--- config.mk ---
export PLATFORM = sky130hd
export DESIGN_NAME = tl_periph_demux
export DESIGN_NICKNAME = d
export VERILOG_FILES = /design/src/rtl/tl_pkg.sv /design/src/rtl/tl_err_responder.sv /design/src/rtl/tl_periph_demux.sv
export SDC_FILE = /design/constraint.sdc
export NUM_CORES = 1
export LEC_CHECK = 0
export BUFFER_PORTS_ARGS = -buffer_cell sky130_fd_sc_hd__buf_4
export CORE_AREA = 2 2 143 145
export DETAILED_ROUTE_END_ITERATION = 10
export DIE_AREA = 0 0 145 147
export SETUP_SLACK_MARGIN = 0.4
export SLEW_MARGIN = 20
export SYNTH_ARGS = -nofsm -noshare
export SYNTH_HDL_FRONTEND = slang
export SYNTH_SLANG_ARGS = --single-unit
export TNS_END_PERCENT = 10
--- constraint.sdc ---
create_clock -name xbar_clock_i -period 3.1 [get_ports xbar_clock_i]
set_input_delay 0.155 -clock xbar_clock_i [delete_from_list [all_inputs] [get_ports xbar_clock_i]]
set_output_delay 0.155 -clock xbar_clock_i [all_outputs]
set_load 0.01 [all_outputs]
--- src/rtl/tl_pkg.sv ---
// TileLink-UL opcode constants and target encoding shared by the peripheral demux.
package tl_pkg;

  localparam logic [2:0] TL_PUT_FULL        = 3'd0;
  localparam logic [2:0] TL_PUT_PARTIAL     = 3'd1;
  localparam logic [2:0] TL_ARITH           = 3'd2;
  localparam logic [2:0] TL_LOGIC           = 3'd3;
  localparam logic [2:0] TL_GET             = 3'd4;
  localparam logic [2:0] TL_ACCESS_ACK      = 3'd0;
  localparam logic [2:0] TL_ACCESS_ACK_DATA = 3'd1;

  // CLINT occupies a fixed 64 KiB window.
  localparam logic [31:0] CLINT_BASE_DEF = 32'h0200_0000;
  localparam int          CLINT_WIN_W    = 16;

  typedef enum logic [1:0] {
    TGT_CLINT  = 2'd0,
    TGT_PERIPH = 2'd1,
    TGT_ERR    = 2'd2
  } tgt_e;

  function automatic logic [2:0] err_d_opcode(input logic [2:0] a_opcode);
    return (a_opcode == TL_GET) ? TL_ACCESS_ACK_DATA : TL_ACCESS_ACK;
  endfunction

endpackage

--- src/rtl/tl_err_responder.sv ---
// Single-entry responder that answers unmapped requests with a denied
// AccessAck / AccessAckData.
module tl_err_responder
  import tl_pkg::*;
#(
  parameter int TL_RS = 4
) (
  input  logic             clk,
  input  logic             srst,
  input  logic             a_valid,
  output logic             a_ready,
  input  logic [2:0]       a_opcode,
  input  logic [3:0]       a_size,
  input  logic [TL_RS-1:0] a_source,
  output logic             d_valid,
  input  logic             d_ready,
  output logic [2:0]       d_opcode,
  output logic [1:0]       d_param,
  output logic [3:0]       d_size,
  output logic [TL_RS-1:0] d_source,
  output logic             d_denied,
  output logic [31:0]      d_data,
  output logic             d_corrupt
);

  logic             err_valid_reg;
  logic [2:0]       opcode_reg;
  logic [3:0]       size_reg;
  logic [TL_RS-1:0] source_reg;

  assign a_ready = ~err_valid_reg;

  always_ff @(posedge clk) begin
    if (srst) begin
      err_valid_reg <= 1'b0;
    end else if (a_valid & a_ready) begin
      err_valid_reg <= 1'b1;
    end else if (d_valid & d_ready) begin
      err_valid_reg <= 1'b0;
    end
  end

  // Payload needs no reset: it is only observed while err_valid_reg is set.
  always_ff @(posedge clk) begin
    if (a_valid & a_ready) begin
      opcode_reg <= a_opcode;
      size_reg   <= a_size;
      source_reg <= a_source;
    end
  end

  assign d_valid   = err_valid_reg;
  assign d_opcode  = err_d_opcode(opcode_reg);
  assign d_param   = 2'd0;
  assign d_size    = size_reg;
  assign d_source  = source_reg;
  assign d_denied  = 1'b1;
  assign d_data    = 32'd0;
  assign d_corrupt = (opcode_reg == TL_GET);

endmodule

--- src/rtl/tl_periph_demux.sv ---
// TileLink-UL 1-to-2 address demux in front of the CLINT and one peripheral,
// with an internal denied responder for unmapped addresses.
module tl_periph_demux
  import tl_pkg::*;
#(
  parameter int          TL_RS         = 4,
  parameter logic [31:0] CLINT_BASE    = CLINT_BASE_DEF,
  parameter logic [31:0] PERIPH_BASE   = 32'h1000_0000,
  parameter int          PERIPH_ADDR_W = 16,
  parameter int          MAX_OUT       = 4
) (
  input  logic                     xbar_clock_i,
  input  logic                     xbar_reset_i,

  input  logic [2:0]               host_a_opcode,
  input  logic [2:0]               host_a_param,
  input  logic [3:0]               host_a_size,
  input  logic [TL_RS-1:0]         host_a_source,
  input  logic [31:0]              host_a_address,
  input  logic [3:0]               host_a_mask,
  input  logic [31:0]              host_a_data,
  input  logic                     host_a_corrupt,
  input  logic                     host_a_valid,
  output logic                     host_a_ready,

  output logic [2:0]               host_d_opcode,
  output logic [1:0]               host_d_param,
  output logic [3:0]               host_d_size,
  output logic [TL_RS-1:0]         host_d_source,
  output logic                     host_d_denied,
  output logic [31:0]              host_d_data,
  output logic                     host_d_corrupt,
  output logic                     host_d_valid,
  input  logic                     host_d_ready,

  output logic [2:0]               clint_a_opcode,
  output logic [2:0]               clint_a_param,
  output logic [3:0]               clint_a_size,
  output logic [TL_RS-1:0]         clint_a_source,
  output logic [15:0]              clint_a_address,
  output logic [3:0]               clint_a_mask,
  output logic [31:0]              clint_a_data,
  output logic                     clint_a_corrupt,
  output logic                     clint_a_valid,
  input  logic                     clint_a_ready,

  input  logic [2:0]               clint_d_opcode,
  input  logic [1:0]               clint_d_param,
  input  logic [3:0]               clint_d_size,
  input  logic [TL_RS-1:0]         clint_d_source,
  input  logic                     clint_d_denied,
  input  logic [31:0]              clint_d_data,
  input  logic                     clint_d_corrupt,
  input  logic                     clint_d_valid,
  output logic                     clint_d_ready,

  output logic [2:0]               periph_a_opcode,
  output logic [2:0]               periph_a_param,
  output logic [3:0]               periph_a_size,
  output logic [TL_RS-1:0]         periph_a_source,
  output logic [PERIPH_ADDR_W-1:0] periph_a_address,
  output logic [3:0]               periph_a_mask,
  output logic [31:0]              periph_a_data,
  output logic                     periph_a_corrupt,
  output logic                     periph_a_valid,
  input  logic                     periph_a_ready,

  input  logic [2:0]               periph_d_opcode,
  input  logic [1:0]               periph_d_param,
  input  logic [3:0]               periph_d_size,
  input  logic [TL_RS-1:0]         periph_d_source,
  input  logic                     periph_d_denied,
  input  logic [31:0]              periph_d_data,
  input  logic                     periph_d_corrupt,
  input  logic                     periph_d_valid,
  output logic                     periph_d_ready
);

  localparam int            CW        = $clog2(MAX_OUT) + 1;
  localparam logic [CW-1:0] MAX_OUT_C = CW'(MAX_OUT);
  localparam int            NSLV      = 2;

  tgt_e          tgt;
  tgt_e          cur_tgt_reg, cur_tgt_next;
  logic [CW-1:0] out_cnt_reg, out_cnt_next;
  logic [1:0]    tgt_idx, cur_idx;
  logic          cnt_nz, stall, sel_a_ready, sel_d_valid;
  logic          a_fire, d_fire;

  logic [NSLV-1:0] slv_a_valid, slv_d_ready;

  logic             err_a_valid, err_a_ready, err_d_valid, err_d_ready;
  logic [2:0]       err_d_opcode_w;
  logic [1:0]       err_d_param;
  logic [3:0]       err_d_size;
  logic [TL_RS-1:0] err_d_source;
  logic             err_d_denied, err_d_corrupt;
  logic [31:0]      err_d_data;

  // CLINT wins if the two windows were ever configured to overlap.
  always_comb begin
    tgt = TGT_ERR;
    if (host_a_address[31:CLINT_WIN_W] == CLINT_BASE[31:CLINT_WIN_W]) begin
      tgt = TGT_CLINT;
    end else if (host_a_address[31:PERIPH_ADDR_W] == PERIPH_BASE[31:PERIPH_ADDR_W]) begin
      tgt = TGT_PERIPH;
    end
  end

  assign tgt_idx = tgt;
  assign cur_idx = cur_tgt_reg;
  assign cnt_nz  = (out_cnt_reg != '0);

  // Only one target may be in flight at a time, which keeps responses ordered.
  assign stall = (out_cnt_reg == MAX_OUT_C)
               | (cnt_nz & (tgt != cur_tgt_reg))
               | ((tgt == TGT_ERR) & ~err_a_ready);

  always_comb begin
    sel_a_ready = err_a_ready;
    case (tgt)
      TGT_CLINT:  sel_a_ready = clint_a_ready;
      TGT_PERIPH: sel_a_ready = periph_a_ready;
      default:    ;
    endcase
  end

  assign host_a_ready = ~stall & sel_a_ready;
  assign err_a_valid  = host_a_valid & (tgt == TGT_ERR) & ~stall;

  for (genvar gi = 0; gi < NSLV; gi++) begin : g_slv
    assign slv_a_valid[gi] = host_a_valid & (tgt_idx == 2'(gi)) & ~stall;
    assign slv_d_ready[gi] = host_d_ready & (cur_idx == 2'(gi)) & cnt_nz;
  end

  assign clint_a_valid  = slv_a_valid[0];
  assign periph_a_valid = slv_a_valid[1];
  assign clint_d_ready  = slv_d_ready[0];
  assign periph_d_ready = slv_d_ready[1];
  assign err_d_ready    = host_d_ready & (cur_tgt_reg == TGT_ERR) & cnt_nz;

  assign clint_a_opcode   = host_a_opcode;
  assign clint_a_param    = host_a_param;
  assign clint_a_size     = host_a_size;
  assign clint_a_source   = host_a_source;
  assign clint_a_address  = host_a_address[CLINT_WIN_W-1:0];
  assign clint_a_mask     = host_a_mask;
  assign clint_a_data     = host_a_data;
  assign clint_a_corrupt  = host_a_corrupt;

  assign periph_a_opcode  = host_a_opcode;
  assign periph_a_param   = host_a_param;
  assign periph_a_size    = host_a_size;
  assign periph_a_source  = host_a_source;
  assign periph_a_address = host_a_address[PERIPH_ADDR_W-1:0];
  assign periph_a_mask    = host_a_mask;
  assign periph_a_data    = host_a_data;
  assign periph_a_corrupt = host_a_corrupt;

  always_comb begin
    sel_d_valid    = err_d_valid;
    host_d_opcode  = err_d_opcode_w;
    host_d_param   = err_d_param;
    host_d_size    = err_d_size;
    host_d_source  = err_d_source;
    host_d_denied  = err_d_denied;
    host_d_data    = err_d_data;
    host_d_corrupt = err_d_corrupt;
    case (cur_tgt_reg)
      TGT_CLINT: begin
        sel_d_valid    = clint_d_valid;
        host_d_opcode  = clint_d_opcode;
        host_d_param   = clint_d_param;
        host_d_size    = clint_d_size;
        host_d_source  = clint_d_source;
        host_d_denied  = clint_d_denied;
        host_d_data    = clint_d_data;
        host_d_corrupt = clint_d_corrupt;
      end
      TGT_PERIPH: begin
        sel_d_valid    = periph_d_valid;
        host_d_opcode  = periph_d_opcode;
        host_d_param   = periph_d_param;
        host_d_size    = periph_d_size;
        host_d_source  = periph_d_source;
        host_d_denied  = periph_d_denied;
        host_d_data    = periph_d_data;
        host_d_corrupt = periph_d_corrupt;
      end
      default: ;
    endcase
  end

  assign host_d_valid = sel_d_valid & cnt_nz;

  assign a_fire = host_a_valid & host_a_ready;
  assign d_fire = host_d_valid & host_d_ready;

  always_comb begin
    out_cnt_next = out_cnt_reg;
    cur_tgt_next = cur_tgt_reg;
    if (a_fire) begin
      cur_tgt_next = tgt;
    end
    case ({a_fire, d_fire})
      2'b10:   out_cnt_next = out_cnt_reg + CW'(1);
      2'b01:   out_cnt_next = out_cnt_reg - CW'(1);
      default: ;
    endcase
  end

  always_ff @(posedge xbar_clock_i) begin
    if (xbar_reset_i) begin
      out_cnt_reg <= '0;
      cur_tgt_reg <= TGT_CLINT;
    end else begin
      out_cnt_reg <= out_cnt_next;
      cur_tgt_reg <= cur_tgt_next;
    end
  end

  tl_err_responder #(
    .TL_RS(TL_RS)
  ) u_err (
    .clk       (xbar_clock_i),
    .srst      (xbar_reset_i),
    .a_valid   (err_a_valid),
    .a_ready   (err_a_ready),
    .a_opcode  (host_a_opcode),
    .a_size    (host_a_size),
    .a_source  (host_a_source),
    .d_valid   (err_d_valid),
    .d_ready   (err_d_ready),
    .d_opcode  (err_d_opcode_w),
    .d_param   (err_d_param),
    .d_size    (err_d_size),
    .d_source  (err_d_source),
    .d_denied  (err_d_denied),
    .d_data    (err_d_data),
    .d_corrupt (err_d_corrupt)
  );

endmodule

==> results of run 1 <==
how the worst max path moves through the flow:
stage / start / end / slack, ns / cells past startpoint
after floorplan: host_a_address[20] / out_cnt_reg[2] / 0.51 / 11
after global placement: host_a_address[17] / out_cnt_reg[2] / 0.25 / 12
after detailed placement: host_a_address[17] / out_cnt_reg[2] / 0.21 / 12
after CTS: out_cnt_reg[0] / out_cnt_reg[2] / 0.44 / 10
after global routing: host_a_address[20] / out_cnt_reg[2] / 0.42 / 12
final: host_a_address[20] / out_cnt_reg[2] / 0.57 / 12
layout make-up:
class	instances	area (µm²)	share of cell area
multi-input combinational	158	1130	0.315
tap	270	338	0.0939
clock inverter	1	7.51	0.00209
inverter	6	22.5	0.00626
clock buffer	3	75.1	0.0209
timing repair buffer	208	1560	0.434
sequential	17	458	0.127
layer usage:
layer,track usage,share of wire,vias up
li1,-,-,1084
met1,0.0885,0.33,959
met2,0.154,0.49,194
met3,0.0540,0.15,39
met4,0.0347,0.031,2
met5,0,0.0012,-
worst reg2reg max path, stage by stage (launching register included):
cell and delay, ns:
dfxtp_2 0.37, nor3_2 0.09, or4b_1 0.54, o221a_4 0.16, nand3_2 0.09, ha_2 0.18
inv_1 0.05, fa_1 0.37, xor2_1 0.16, or3_1 0.31, a21oi_1 0.13
stage by stage:
step	cell area (µm²)	total power (µW)	util	setup slack [ns]
after floorplan	2640	995	-	0.510
after global placement	3470	1360	0.175	0.247
after detailed placement	3470	1370	0.175	0.208
after CTS	3560	1660	0.179	0.440
after global routing	3600	1780	0.181	0.424
final	3600	1640	0.181	0.565
cells by family after synthesis:
group,Yosys count,synth area share
AO/OA/AOI/OAI,25,0.0587
flip-flops,17,0.170
XOR/XNOR,3,0.00994
multiplexers,48,0.182
AND/OR/NAND/NOR,80,0.155
adder cells (fa/ha/maj),2,0.0123
buffers and inverters,153,0.411
cells in the mapped netlist, drive strengths merged, types with 2 or more instances:
master	instances
a21oi	7
nand4	2
nand2	9
dfxtp	6
and2	3
mux2i	48
nor3	4
edfxtp	11
clkbuf	9
o21ai	14
buf	138
inv	6
nor4	3
xor2	2
or4b	2
nor2	46
power groups by stage:
stage	Sequential (µW)	Clock, µW	Combinational (µW)
CTS	337	292	1030
detailed placement	342	0	1030
global placement	342	0	1020
floorplan	333	0	662
global route	348	301	1130
finish	340	279	1020
what timing repair did:
item                                    CTS  global route
resized for setup                         0             7
endpoints found under the setup margin    0             2
setup buffers                             0             1
hold endpoints to repair                  0             0
==> key figures, run 1 <==
Critical path
  • R2R Path Start: out_cnt_reg[0]
  • Worst path top cell family by delay: simple AND/OR/NAND/NOR gates
  • Crit path capture type: flip-flop
  • R2R Setup Slk: 0.59 ns
  • Max stage delay cell, worst path: or4b_1
  • Crit start category: input port
  • Buf+Inv Stages, Crit Path: 2
  • Crit path cell chain: buf_4 -> nor4_4 -> nand4_1 -> or4b_1 -> o221a_4 -> nand3_2 -> ha_2 -> inv_1 -> fa_1 -> xor2_1 -> or3_1 -> a21oi_1
  • Critical Path RT: 3.29 ns
  • Critical path class: in2reg
  • Worst r2r dst: out_cnt_reg[2]
  • Worst path arrival time: 2.73 ns
  • Crit Path Max Fanout: 6
  • Slowest Stage Delay on Critical Path: 0.52 ns
  • R2R depth: 10

Floorplan
  • Row cnt: 52
  • Die height: 147 µm
  • Die width: 145 µm
  • I/O Pins: 372
  • Core Footprint: 19,800 µm²
  • Die Area: 21,300 µm²
  • Initial Utilization: 0.133

Timing
  • Final period utilization: 0.818
  • Minimum clock period after layout: 2.53 ns
  • Hold_ws: 0.0913 ns
  • Slew margin rel.: 0.683
  • Clock skew: 0.00242 ns
  • Max Slew Vio Count: 0
  • Unrepaired setup endpoints after global routing: false
  • Finish-stage setup viols: 0
  • Setup_tns: 0 ns
  • Fmax: 395 MHz
  • Hold Fails Final Rpt: 0
  • Measured slew at the worst slew-check pin: 0.476 ns

Pwr
  • NetSw: 645 µW
  • Peak VDD IR: 0.000252 V
  • Power per Cell Area: 457 nW/µm²
  • Register share of total power: 0.207
  • Internal power component: 999 µW
  • Logic pwr share: 0.623
  • Switching part of the total: 0.392
  • Lkg Pwr: 0.00152 µW
  • Clk pwr share: 0.170

Logic synthesis
  • Sequential share of the synthesized area: 0.170
  • Mean post-synth cell area: 8.06 µm²
  • Syn_nets: 515
  • Post-synth EDFFs: 11
  • Synth Instances: 328
  • Synth area leaders: buf_4, mux2i_1, edfxtp_1
  • Synthesis-stage register bit count: 17
  • Post-synth top area share: 0.381
  • Largest area contributor in the netlist: buf_4
  • Async SR Flop Fraction: 0
  • Post-synth top flop: edfxtp_1
  • Yosys warnings: 0
  • Netlist cell types: 41
  • Synthesized area: 2640 µm²

Clock network
  • Reg clk slew, reported paths: 0.06 ns
  • H-tree depth: 1
  • CTS tree: yes
  • Max Root-Sink Buffers: 2
  • TritonCTS Buffers: 3
  • Number of clock sinks: 17
  • Number of buffers inserted by hold repair at cts: 0
  • Clock root buffer: clkbuf_16
  • Clk_lat worst skew: 0.26 ns

Finish
  • Fill cells: 2,232
  • Share of layout cells above drive strength 1: 0.580
  • Antenna Diode Count: 0
  • Non-filler cells, final: 663
  • Commonest cells after routing, fill and taps aside: buf_4, mux2i_1, nor2_1
  • Syn-to-layout area delta: 36.1%
  • Final net count: 581
  • Commonest non-fill, non-tap cell in the layout: buf_4

Global routing
  • Gr usage total: 0.0895
  • Initial antenna violation count: 1
  • First-pass GRT wire length: 14,400 µm
  • Grt ovf: 0
  • Number of global-route vias before repair: 2,271
  • Pin count of the biggest net entering global routing: 37

Placed design
  • # port buffers: 203
  • Placer congestion estimate: 0.712
  • DP HPWL: 9030 µm
  • Dpl cells: 658

Min path
  • Hold Crit Class: in2reg
  • Hold depth: 1
  • Min-delay src: host_a_source[3]
  • Hold Crit Endpoint: u_err.d_source[3]

Run status
  • Status: finished clean

Detailed routing
  • Residual DRC: 0
  • Final wirelength: 10,300 µm
  • Vias per cell: 3.44
  • Vias: 2,278
  • Final ANT Viol Nets: 0
  • Wire length per cell: 15.5 µm
  • First-pass DRT Iterations: 5
  • DRC violation total after the first TritonRoute iteration: 63

Flow run
  • Max Cap Violations: 0
(Power assumes the default switching activity.)
==> run 2: changes to the inputs <==
- clock period: 3.1 -> 2.5 ns (I/O delays scaled with it)
==> run 2 against run 1 <==
Power increased by 30%. Wire length decreased by 3.3%. Non-clock buffer count increased by 6. Critical path depth unchanged. Sequential power increased by 24%. Worst hold slack got worse by 0.021 ns. Via count increased by 1.9%. Critical path type unchanged. Critical endpoint unchanged. Largest cell class unchanged.
==> key figures, run 2 (synthesis results as in run 1) <==
Clock network
  • Number of buffers inserted by hold repair at cts: 0 (unchanged)
  • H-tree depth: 1 (unchanged)
  • Clk_lat worst skew: 0.25 ns (about the same)
  • Max Root-Sink Buffers: 2 (unchanged)
  • TritonCTS Buffers: 3 (unchanged)
  • CTS tree: yes
  • Clock root buffer: clkbuf_16
  • Number of clock sinks: 17 (unchanged)
  • Reg clk slew, reported paths: 0.05 ns (about the same)

Finish
  • Non-filler cells, final: 669 (+0.90%)
  • Antenna Diode Count: 0 (unchanged)
  • Commonest non-fill, non-tap cell in the layout: buf_4
  • Final net count: 587 (+1.0%)
  • Share of the core filled with cells: 0.185 (+0.00359)
  • Share of layout cells above drive strength 1: 0.589 (+0.00882)
  • Syn-to-layout area delta: 38.8%
  • Commonest cells after routing, fill and taps aside: buf_4, mux2i_1, nor2_1

Critical path
  • Buf+Inv Stages, Crit Path: 2 (unchanged)
  • Crit path capture type: flip-flop
  • R2R Path Start: out_cnt_reg[2]
  • R2R depth: 10 (unchanged)
  • Crit Path Max Fanout: 2 (-4)
  • Critical path class: in2reg
  • Crit start category: input port
  • Crit path cell chain: buf_4 -> nor4_4 -> nand4_1 -> or4b_1 -> o221a_4 -> nand3_4 -> ha_4 -> inv_1 -> fa_2 -> xor2_1 -> or3_1 -> a21oi_1
  • Critical Path RT: 2.68 ns (-0.61 ns)
  • Slowest Stage Delay on Critical Path: 0.50 ns (-0.02 ns)
  • Max stage delay cell, worst path: or4b_1
  • R2R Setup Slk: 0.22 ns (-0.37 ns)
  • Worst r2r dst: out_cnt_reg[2]
  • Worst path arrival time: 2.46 ns (-0.27 ns)
  • Worst path top cell family by delay: simple AND/OR/NAND/NOR gates

Floorplan
  • Die width: 145 µm (unchanged)
  • Initial Utilization: 0.133 (unchanged)
  • Row cnt: 52 (unchanged)
  • Core Footprint: 19,800 µm² (unchanged)
  • Die height: 147 µm (unchanged)
  • I/O Pins: 372 (unchanged)
  • Die Area: 21,300 µm² (unchanged)

Global routing
  • Grt ovf: 0 (unchanged)
  • Pin count of the biggest net entering global routing: 61 (+65%)
  • Gr usage total: 0.0856 (-0.00390)
  • Number of global-route vias before repair: 2,389 (+5.2%)
  • First-pass GRT wire length: 14,000 µm (-3.4%)
  • Initial antenna violation count: 0 (-1)

Placed design
  • # port buffers: 203 (unchanged)
  • Placer congestion estimate: 0.748 (+5.1%)
  • Dpl cells: 663 (+0.76%)
  • DP HPWL: 8550 µm (-5.3%)
  • Pre-CTS WS: -0.0423 ns (-0.250 ns)

Timing
  • PnR worst setup slack: 0.217 ns (-0.348 ns)
  • Finish-stage setup viols: 0 (unchanged)
  • Final period utilization: 0.913
  • Unrepaired setup endpoints after global routing: true
  • Max Slew Vio Count: 0 (unchanged)
  • Measured slew at the worst slew-check pin: 0.642 ns (+0.167 ns)
  • Setup_tns: 0 ns (unchanged)
  • Fmax: 438 MHz
  • Hold_ws: 0.0700 ns (-0.0213 ns)
  • Slew margin rel.: 0.572 (-0.111)
  • Clock skew: 0.00141 ns (-0.00101 ns)
  • Minimum clock period after layout: 2.28 ns
  • Hold Fails Final Rpt: 0 (unchanged)

Detailed routing
  • Final ANT Viol Nets: 0 (unchanged)
  • Wire length per cell: 14.9 µm (-4.2%)
  • Vias: 2,321 (+1.9%)
  • Residual DRC: 0 (unchanged)
  • Final wirelength: 9940 µm (-3.3%)
  • DRC violation total after the first TritonRoute iteration: 51 (-19%)
  • First-pass DRT Iterations: 4 (-1)
  • Vias per cell: 3.47 (+0.97%)

Pwr
  • Lkg Pwr: 0.00156 µW (+2.6%)
  • Power per Cell Area: 582 nW/µm² (+27%)
  • Peak VDD IR: 0.000251 V (-0.52%)

Run status
  • Status: finished clean

Min path
  • Hold depth: 1 (unchanged)
  • Hold Crit Endpoint: u_err.opcode_reg[2]
  • Hold Crit Class: in2reg
  • Min-delay src: host_a_opcode[2]

Flow run
  • Max Cap Violations: 0 (unchanged)
## run 2: power by group
| part | switching, µW | total (µW) | internal (µW) |
|---|---|---|---|
| combinational | 669 | 1390 | 718 |
| sequential | 32.9 | 420 | 387 |
| clock | 113 | 328 | 214 |
| total | 816 | 2140 | 1320 |
## run 2: what timing repair did
action                     CTS  global route
resized for setup            3             0
hold endpoints to repair     0             0
setup buffers                2             0
setup endpoints to repair    2            13
gates cloned                 0             0
## run 2: worst reg2reg max path, stage by stage, from the launching register on
cell	delay (ns)
dfxtp_2	0.33
nor3_1	0.06
or4b_1	0.53
o221a_4	0.14
nand3_4	0.07
ha_4	0.13
inv_1	0.04
fa_2	0.32
xor2_1	0.15
or3_1	0.31
a21oi_1	0.12
## run 2: layout make-up
class	count	area [µm²]
Tap cell	270	338
Multi-Input combinational cell	158	1150
Fill cell	2242	16200
Timing Repair Buffer	214	1620
Inverter	6	22.5
Sequential cell	17	459
Clock inverter	1	5.00
Clock buffer	3	75.1
## run 2: worst max path at each step
stage | start | end | slack [ns] | cells past startpoint
final | host_a_address[17] | out_cnt_reg[2] | 0.22 | 12
after global routing | host_a_address[17] | out_cnt_reg[2] | 0.11 | 12
after CTS | host_a_address[17] | out_cnt_reg[2] | 0.21 | 12
after detailed placement | host_a_address[17] | out_cnt_reg[2] | -0.04 | 12
after global placement | host_a_address[17] | out_cnt_reg[2] | -0.004 | 12
after floorplan | host_a_address[20] | out_cnt_reg[2] | 0.14 | 11
## run 2: metal layers
metal / part of all wire / GRT usage
met5: 0 / 0
met1: 0.35 / 0.0870
met2: 0.49 / 0.151
met3: 0.13 / 0.0401
met4: 0.031 / 0.0366
## run 2: metrics by stage
stage	area (µm²)	total power, µW
after floorplan	2690	1260
after global placement	3570	1800
after detailed placement	3570	1820
after CTS	3670	2180
after global routing	3670	2310
final	3670	2140
